File: src/rtl/io_bridge_pkg.sv
// Shared types and constants for the load/store IO bridge.
package io_bridge_pkg;

  localparam int          IO_TIMEOUT_W        = 16;
  localparam logic [31:0] IO_ERR_DATA_DEFAULT = 32'hDEAD_BEEF;

  typedef struct packed {
    logic [31:0] addr;
    logic [31:0] wdata;
    logic        we;
    logic [3:0]  wstrb;
  } io_req_t;

  typedef struct packed {
    logic [31:0] addr;
    logic [31:0] data_in;
    logic [3:0]  be;
    logic        store;
    logic        load;
  } data_access_shared_inputs_t;

endpackage

File: src/rtl/io_bridge_if.sv
// Handshake between the load/store unit and one of its sub-units.
interface ls_sub_unit_interface;
  logic ready;
  logic new_request;
  logic data_valid;

  modport sub_unit (output ready, output data_valid, input new_request);
  modport unit     (input ready, input data_valid, output new_request);
endinterface

File: src/rtl/io_bridge_hold.sv
// Single-entry valid/ready holding register for one bus request.
module io_req_hold
  import io_bridge_pkg::*;
(
  input  logic    clk,
  input  logic    rst,
  input  logic    load_en,
  input  io_req_t load_req,
  input  logic    out_ready,
  output logic    out_valid,
  output io_req_t out_req
);

  logic    valid_q, valid_d;
  io_req_t req_q, req_d;

  // load_en is only raised by the parent while the entry is empty
  always_comb begin
    valid_d = valid_q;
    req_d   = req_q;
    if (valid_q && out_ready) valid_d = 1'b0;
    if (load_en) begin
      valid_d = 1'b1;
      req_d   = load_req;
    end
  end

  always_ff @(posedge clk) begin
    if (rst) begin
      valid_q <= 1'b0;
      req_q   <= '0;
    end else begin
      valid_q <= valid_d;
      req_q   <= req_d;
    end
  end

  assign out_valid = valid_q;
  assign out_req   = req_q;

endmodule

File: src/rtl/io_bridge.sv
// IO load/store sub-unit: held request, in-order outstanding reads,
// posted writes and a per-read response timeout.
module io_bridge
  import io_bridge_pkg::*;
#(
  parameter int          MAX_OUTSTANDING = 2,
  parameter int          TIMEOUT_CYCLES  = 255,
  parameter logic [31:0] ERR_DATA        = IO_ERR_DATA_DEFAULT
) (
  input  logic                       clk,
  input  logic                       rst,
  input  data_access_shared_inputs_t ls_inputs,
  ls_sub_unit_interface.sub_unit     ls,
  output logic [31:0]                data_out,
  output logic                       bus_req_valid,
  input  logic                       bus_req_ready,
  output logic [31:0]                bus_addr,
  output logic [31:0]                bus_wdata,
  output logic                       bus_we,
  output logic [3:0]                 bus_wstrb,
  input  logic                       bus_rvalid,
  input  logic [31:0]                bus_rdata,
  output logic                       timeout_err
);

  localparam int                      CNT_W    = $clog2(MAX_OUTSTANDING + 1);
  localparam logic [CNT_W-1:0]        MAX_CNT  = CNT_W'(MAX_OUTSTANDING);
  localparam logic [IO_TIMEOUT_W-1:0] TMO_LAST = IO_TIMEOUT_W'(TIMEOUT_CYCLES - 1);

  logic [CNT_W-1:0]        pending_q, pending_d;
  logic [CNT_W-1:0]        drop_q, drop_d;
  logic [IO_TIMEOUT_W-1:0] tmo_q, tmo_d;
  logic [31:0]             data_out_q, data_out_d;
  logic                    data_valid_q, data_valid_d;
  logic                    timeout_err_q, timeout_err_d;

  logic    hold_valid;
  io_req_t hold_req;
  io_req_t new_req;
  logic    accept;
  logic    rd_xfer;
  logic    consume;
  logic    discard;
  logic    timeout_hit;
  logic    retire;

  assign ls.ready = !hold_valid && (pending_q < MAX_CNT);
  assign accept   = ls.new_request && ls.ready;

  // A request flagged as both load and store is treated as a read
  always_comb begin
    new_req.addr  = ls_inputs.addr;
    new_req.wdata = ls_inputs.data_in;
    new_req.we    = ls_inputs.store && !ls_inputs.load;
    new_req.wstrb = ls_inputs.be;
  end

  io_req_hold u_hold (
    .clk       (clk),
    .rst       (rst),
    .load_en   (accept),
    .load_req  (new_req),
    .out_ready (bus_req_ready),
    .out_valid (hold_valid),
    .out_req   (hold_req)
  );

  assign rd_xfer     = hold_valid && bus_req_ready && !hold_req.we;
  assign discard     = bus_rvalid && (drop_q != '0);
  assign consume     = bus_rvalid && (drop_q == '0) && (pending_q != '0);
  assign timeout_hit = (pending_q != '0) && !bus_rvalid && (tmo_q == TMO_LAST);
  assign retire      = consume || timeout_hit;

  always_comb begin
    pending_d     = pending_q;
    drop_d        = drop_q;
    tmo_d         = tmo_q + IO_TIMEOUT_W'(1);
    data_out_d    = data_out_q;
    data_valid_d  = retire;
    timeout_err_d = timeout_err_q || timeout_hit;

    if (rd_xfer && !retire)      pending_d = pending_q + CNT_W'(1);
    else if (!rd_xfer && retire) pending_d = pending_q - CNT_W'(1);

    // Timed-out reads still owe a bus response; remember to swallow it
    if (discard)                               drop_d = drop_q - CNT_W'(1);
    else if (timeout_hit && drop_q != MAX_CNT) drop_d = drop_q + CNT_W'(1);

    if (pending_q == '0 || consume || discard || timeout_hit) tmo_d = '0;

    if (consume)          data_out_d = bus_rdata;
    else if (timeout_hit) data_out_d = ERR_DATA;
  end

  always_ff @(posedge clk) begin
    if (rst) begin
      pending_q     <= '0;
      drop_q        <= '0;
      tmo_q         <= '0;
      data_out_q    <= '0;
      data_valid_q  <= 1'b0;
      timeout_err_q <= 1'b0;
    end else begin
      pending_q     <= pending_d;
      drop_q        <= drop_d;
      tmo_q         <= tmo_d;
      data_out_q    <= data_out_d;
      data_valid_q  <= data_valid_d;
      timeout_err_q <= timeout_err_d;
    end
  end

  assign ls.data_valid = data_valid_q;
  assign data_out      = data_out_q;
  assign timeout_err   = timeout_err_q;
  assign bus_req_valid = hold_valid;
  assign bus_addr      = hold_req.addr;
  assign bus_wdata     = hold_req.wdata;
  assign bus_we        = hold_req.we;
  assign bus_wstrb     = hold_req.wstrb;

endmodule

File: src/flat_wrapper.sv
// flat-port wrapper written by rule: the top's interface ports become plain ports
module io_bridge_flat import io_bridge_pkg::*;
#(
  parameter int          MAX_OUTSTANDING = 2,
  parameter int          TIMEOUT_CYCLES  = 255,
  parameter logic [31:0] ERR_DATA        = IO_ERR_DATA_DEFAULT
)
  (clk, rst, ls_inputs, data_out, bus_req_valid, bus_req_ready, bus_addr, bus_wdata, bus_we, bus_wstrb, bus_rvalid, bus_rdata, timeout_err, ls_ready, ls_data_valid, ls_new_request);
  ls_sub_unit_interface ls_i ();
  input  logic clk;
  input  logic rst;
  input  data_access_shared_inputs_t ls_inputs;
  output logic [31:0] data_out;
  output logic bus_req_valid;
  input  logic bus_req_ready;
  output logic [31:0] bus_addr;
  output logic [31:0] bus_wdata;
  output logic bus_we;
  output logic [3:0] bus_wstrb;
  input  logic bus_rvalid;
  input  logic [31:0] bus_rdata;
  output logic timeout_err;
  output wire logic [$bits(ls_i.ready)-1:0] ls_ready;
  output wire logic [$bits(ls_i.data_valid)-1:0] ls_data_valid;
  input wire logic [$bits(ls_i.new_request)-1:0] ls_new_request;
  assign ls_ready = ls_i.ready;
  assign ls_data_valid = ls_i.data_valid;
  assign ls_i.new_request = ls_new_request;
  io_bridge #(.MAX_OUTSTANDING(MAX_OUTSTANDING), .TIMEOUT_CYCLES(TIMEOUT_CYCLES), .ERR_DATA(ERR_DATA)) u_core (.clk(clk), .rst(rst), .ls_inputs(ls_inputs), .ls(ls_i), .data_out(data_out), .bus_req_valid(bus_req_valid), .bus_req_ready(bus_req_ready), .bus_addr(bus_addr), .bus_wdata(bus_wdata), .bus_we(bus_we), .bus_wstrb(bus_wstrb), .bus_rvalid(bus_rvalid), .bus_rdata(bus_rdata), .timeout_err(timeout_err));
endmodule
File: config.mk
export PLATFORM = sky130hd
export DESIGN_NAME = io_bridge_flat
export DESIGN_NICKNAME = d
export VERILOG_FILES = /design/src/rtl/io_bridge_pkg.sv /design/src/rtl/io_bridge_if.sv /design/src/rtl/io_bridge_hold.sv /design/src/rtl/io_bridge.sv /design/src/flat_wrapper.sv
export SDC_FILE = /design/constraint.sdc
export NUM_CORES = 1
export LEC_CHECK = 0
export ABC_AREA = 1
export ABC_CLOCK_PERIOD_IN_PS = 3400
export CORE_MARGIN = 8
export CORE_UTILIZATION = 45
export CTS_CLUSTER_SIZE = 14
export DETAILED_ROUTE_END_ITERATION = 8
export PLACE_DENSITY = 0.85
export SYNTH_ARGS = -nofsm -noshare
export SYNTH_HDL_FRONTEND = slang
export SYNTH_SLANG_ARGS = --single-unit
File: constraint.sdc
create_clock -name clk -period 3.4 [get_ports clk]
set_clock_uncertainty 0.2 [all_clocks]
set_input_delay 0.34 -clock clk [delete_from_list [all_inputs] [get_ports clk]]
set_output_delay 0.34 -clock clk [all_outputs]
set_load 0.01 [all_outputs]
Word level (Yosys, flattened, before mapping). Index checks and enable logic that the tools add are counted.

Magnitude comparators: 1. Eq/ne operators: 2. Mux-type cells: 8. Reduce and logical (&&, ||, !) cells: 33. Add/subtract/negate cells: 5.

Operators with widths (number): $mux W32 (2); $add A16 B1 Y16 const B (1); $eq A16 B8 Y1 const B (1); $logic_and A1 B1 Y1 (13); $reduce_bool A2 Y1 (6); $mux W2 (4); $logic_not A1 Y1 (6); $logic_or A1 B1 Y1 (5); $add A2 B1 Y2 const B (2); $logic_not A2 Y1 (2); $sub A2 B1 Y2 const B (2); $lt A2 B2 Y1 const B (1); $mux W1 (2); $ne A2 B2 Y1 const B (1); $reduce_or A2 Y1 (1).

Bits in registers: 124. Logic and storage cells: 60. Output and inout port bits: 105.

Longest topological paths before layout.
Word-level depth: 7. Mapped depth: 15. Mapped depth without buffers: 14.

Hierarchy. From an unflattened synthesis, not the netlist that was laid out.

Cells, all modules: 631. Area total of the unflattened synthesis: 4946.0 µm².

Modules (own cells, without submodules): io_req_hold (cells each 303, times used 1, area each 2615.0 µm², sequential area each 1401.3 µm²); io_bridge (cells each 328, times used 1, area each 2331.0 µm², sequential area each 1081.0 µm²).

Least setup slack after synthesis. No wires, ideal clock.

Path kind: flip-flop to flip-flop. Start point: register u_core.tmo_q[0]. End point: register u_core.pending_q[1]. Setup time: 0.058 ns. Data arrival time: 1.872 ns. Cell stages (with the launch flop): 16. Slack: 1.271 ns. Cells stage by stage: dfxtp_1 inv_1 ha_1 nand2_1 nor2_1 nand2_1 inv_2 nand3_2 nand2_2 buf_4 inv_2 ha_1 a21oi_1 o21ai_0 a21oi_1 o21a_1.

Word-level cells in the longest chain between the ends: 6. Elaborated cells on any way between the ends: 8. Those cells by class: eq/ne: 1; mux: 1; reduce/logical: 6.

Ends and longest elaborated chain: from (decl) (line io_bridge.sv:32) `logic [IO_TIMEOUT_W-1:0] tmo_q, tmo_d;`; from (signal assigned) (line io_bridge.sv:106) `tmo_q <= tmo_d;`; $eq A16 B8 Y1 (*) (line io_bridge.sv:71) `assign timeout_hit = (pending_q != '0) && !bus_rvalid && (tmo_q == TMO_LAST);`; $logic_and A1 B1 Y1 (*) (line io_bridge.sv:71); $logic_or A1 B1 Y1 (*) (line io_bridge.sv:72) `assign retire = consume || timeout_hit;`; $logic_not A1 Y1 (line io_bridge.sv:82) `if (rd_xfer && !retire) pending_d = pending_q + CNT_W'(1);`; $logic_and A1 B1 Y1 (line io_bridge.sv:82); $mux W2 or $reduce_bool A2 Y1 (tied branches); to (signal assigned) (line io_bridge.sv:104) `pending_q <= pending_d;`; to (decl) (line io_bridge.sv:30) `logic [CNT_W-1:0] pending_q, pending_d;`.

Every way passes the cells marked *; elsewhere a longest branch is shown, timed or not. A chain may end at the register's enable or synchronous reset.

Worst setup path in the final report. Ends and elaborated chain as after synthesis.

==> results by group <==
Run status
  – Status: complete, no violations

Power and ir drop
  – Static Leakage: 0.00301 µW
  – Comb power frac: 23.7%
  – Sequential power share: 37.7%
  – VDD IR-drop max: 0.376 mV
  – Clock share of power: 38.6%
  – Switching Fraction: 27.0%
  – Pwr/cell area: 611 nW/µm²
  – Internal cell power: 3360 µW
  – NetSw: 1240 µW

Clock tree
  – Clk Latency, worst-skew pair: 0.51 ns
  – Clock-pin slew on the worst setup and hold paths: 0.06 ns
  – CTS tree: done
  – Post-CTS Resized: 0
  – Hold Buf Count CTS: 0
  – CTS Sinks: 124
  – Post-CTS setup buffer count: 0
  – H-tree depth: 4
  – CTS root buffer: clkbuf_8
  – Num CTS Buffers: 17
  – Max clock buf depth: 2

Worst setup path
  – CP Launch Type: register
  – Crit-path max FO: 11
  – WP buf/inv: 3
  – Worst Setup End Kind: register
  – Worst path cell trace: inv_1 -> ha_1 -> nand2_1 -> nor2_1 -> nand2_1 -> inv_2 -> nand3_2 -> nand2_2 -> inv_2 -> ha_1 -> a21oi_1 -> o21ai_0 -> a21oi_1 -> o21a_1
  – CP Data Required Time: 3.66 ns
  – Delay-heaviest family, CP: simple AND/OR/NAND/NOR gates
  – Type of the worst setup path: reg -> reg
  – Slowest CP cell: dfxtp_1
  – Largest stage delay on the critical path: 0.35 ns
  – Arrival time worst endpoint: 2.68 ns

Placement
  – Number of I/O port buffers: 211
  – Placed Cells incl. Taps: 953
  – DP Wirelength: 11,000 µm
  – Placer congestion estimate: 0.844

Global routing
  – Met3 Track Usage GR: 8.31%
  – GR Util All Layers: 21.0%
  – GR peak layer: met2
  – Initial antenna violation count: 0
  – First-pass GRT wire length: 24,400 µm
  – Routing usage on met2: 37.0%
  – Number of global-route vias before repair: 5,041
  – Met1 GRT Util: 20.9%
  – Total gr overflow: 0
  – Pin count of the biggest net entering global routing: 70

Finish
  – Final nets: 946
  – P&R area growth vs syn: 57.8%
  – ANT cells: 0
  – Post-Layout Cell Count: 983
  – Share of layout cells above drive strength 1: 7.32%
  – Fillers: 726
  – Area occupied by multi-input gates: 1950 µm²
  – Register area: 2480 µm²

Logic synthesis
  – Syn_area_per_cell: 7.55 µm²
  – Count leader, synth: nand2_1
  – Dominant synthesized flop cell: dfxtp_1
  – Synth unique cells: 33
  – Most area-consuming cells after synthesis: dfxtp_1 52%, nand2_1 14%, a21oi_1 9.2%
  – Leading post-synthesis cells by instance count: 179 x nand2_1, 124 x dfxtp_1, 88 x a21oi_1
  – Post-synth top area share: 51.9%
  – Ys Warns: 0
  – Yosys top cell by area: dfxtp_1
  – Syn_nets: 743
  – Sequential area share after synthesis: 51.9%
  – Synth Cell Area: 4780 µm²
  – EDFF count, synth: 0
  – Post-synthesis async set-or-reset flop share: 0%
  – Flops & latches, synth: 124
  – Gate Count Post-Synth: 633

STA
  – Slew Limit Headroom: 55.8%
  – RSZ-0062 raised after global routing: no
  – Final setup fails: 0
  – Slew at the pin with the worst max-slew slack: 0.663 ns
  – Setup TNS: 0 ns
  – Final hold viol count: 0
  – Max frequency: 412 MHz
  – Final Cycle Share: 71.3%
  – Final Critical Period: 2.43 ns
  – Max-slew violations: 0

Routing
  – WL per Instance: 15.4 µm
  – Final WL: 15,100 µm
  – Vias per cell: 4.95
  – 1st-pass router iterations: 7
  – DR DRC count: 0
  – 1st-iter DRT viols: 298
  – Via count: 4,868
  – Post-route ant nets: 0

Floorplan
  – Die Area: 14,200 µm²
  – Site Rows: 37
  – Die W: 119 µm
  – Starting Density: 46.3%
  – CORE AREA: 10,300 µm²
  – Die Y: 119 µm
  – Number of I/O pins: 212

Hold path
  – HP Class: in -> reg

Run
  – Max-Cap Viols: 0
[flip-flops by register name, summed over array words and instances (netlist names)]
signal	flops
u_core.drop_q	2
u_core.tmo_q	16
u_core.pending_q	2
u_core.u_hold.out_valid	1
u_core.ls.data_valid	1
u_core.data_out	32
u_core.u_hold.out_req	69
u_core.timeout_err	1
[metrics by stage]
step / worst slack [ns] / utilization (%) / hold WS [ns] / total power [µW] / area (µm²)
floorplan: 1.27 / - / 0.250 / 2260 / 4780
global placement: 0.785 / 67.4 / 0.251 / 2820 / 6960
detailed placement: 0.716 / 67.4 / 0.255 / 2860 / 6960
CTS: 0.958 / 73.1 / 0.0722 / 4650 / 7550
global route: 0.772 / 73.1 / 0.0987 / 4830 / 7550
finish: 0.974 / 73.1 / 0.0976 / 4610 / 7550
[power groups by stage]
| stage | clock network (µW) | registers [µW] | logic (µW) |
|---|---|---|---|
| after floorplan | 0 | 1840 | 423 |
| after detailed placement | 0 | 1760 | 1090 |
| after global placement | 0 | 1750 | 1070 |
| final | 1780 | 1740 | 1090 |
| after global routing | 1880 | 1760 | 1190 |
| after CTS | 1810 | 1740 | 1100 |
[path summary, 6_finish.rpt]
check,slack [ns],depth (start not counted),startpoint,to
max reg2reg,0.97,14,u_core.tmo_q[0],u_core.pending_q[1]
min,0.1,2,rst,u_core.timeout_err
max,0.97,14,u_core.tmo_q[0],u_core.pending_q[1]
min reg2reg,0.26,2,u_core.u_hold.out_req[23],u_core.u_hold.out_req[23]
[per-layer routing]
metal  up-vias  routed length [µm]
met5         -                   0
met3        37                1370
li1       2403                   -
met2       200                7690
met4         0                 509
met1      2228                5560
[layout by cell type (no fill, tap or decap), drive strengths merged]
cell             n
or2              3
nor2            81
nand3           19
nand2          181
clkbuf          23
o21a             1
ha               3
xnor2            3
buf              7
bufinv           3
nand3b           2
a21oi           91
o21ai           28
clkinvlp         1
inv             51
clkinv           3
nand4            5
xor2             1
clkdlybuf4s50  210
nor3             5
nor3b            1
o21bai           1
dfxtp          124
[worst reg2reg max path, cell delays in order (launching register included)]
cell,delay [ns]
dfxtp_1,0.35
inv_1,0.07
ha_1,0.16
nand2_1,0.06
nor2_1,0.13
nand2_1,0.08
inv_2,0.07
nand3_2,0.22
nand2_2,0.15
inv_2,0.04
ha_1,0.32
a21oi_1,0.12
o21ai_0,0.12
a21oi_1,0.14
o21a_1,0.13
[cell families after synthesis]
family,after synthesis,share of synthesized area [%]
compound gates,121,13.0
xor+xnor,4,0.733
fa+ha+maj,3,0.785
buf+inv,84,7.43
flops,124,51.9
simple gates,297,26.1
[layout make-up]
cell class | count | area share (%)
Clock inverter | 7 | 1.49
Tap cell | 136 | 2.25
Multi-Input combinational cell | 425 | 25.8
Sequential cell | 124 | 32.9
Inverter | 51 | 2.54
Timing Repair Buffer | 217 | 28.7
Clock buffer | 23 | 6.32
Note: power is estimated with default switching activity, not from simulation.
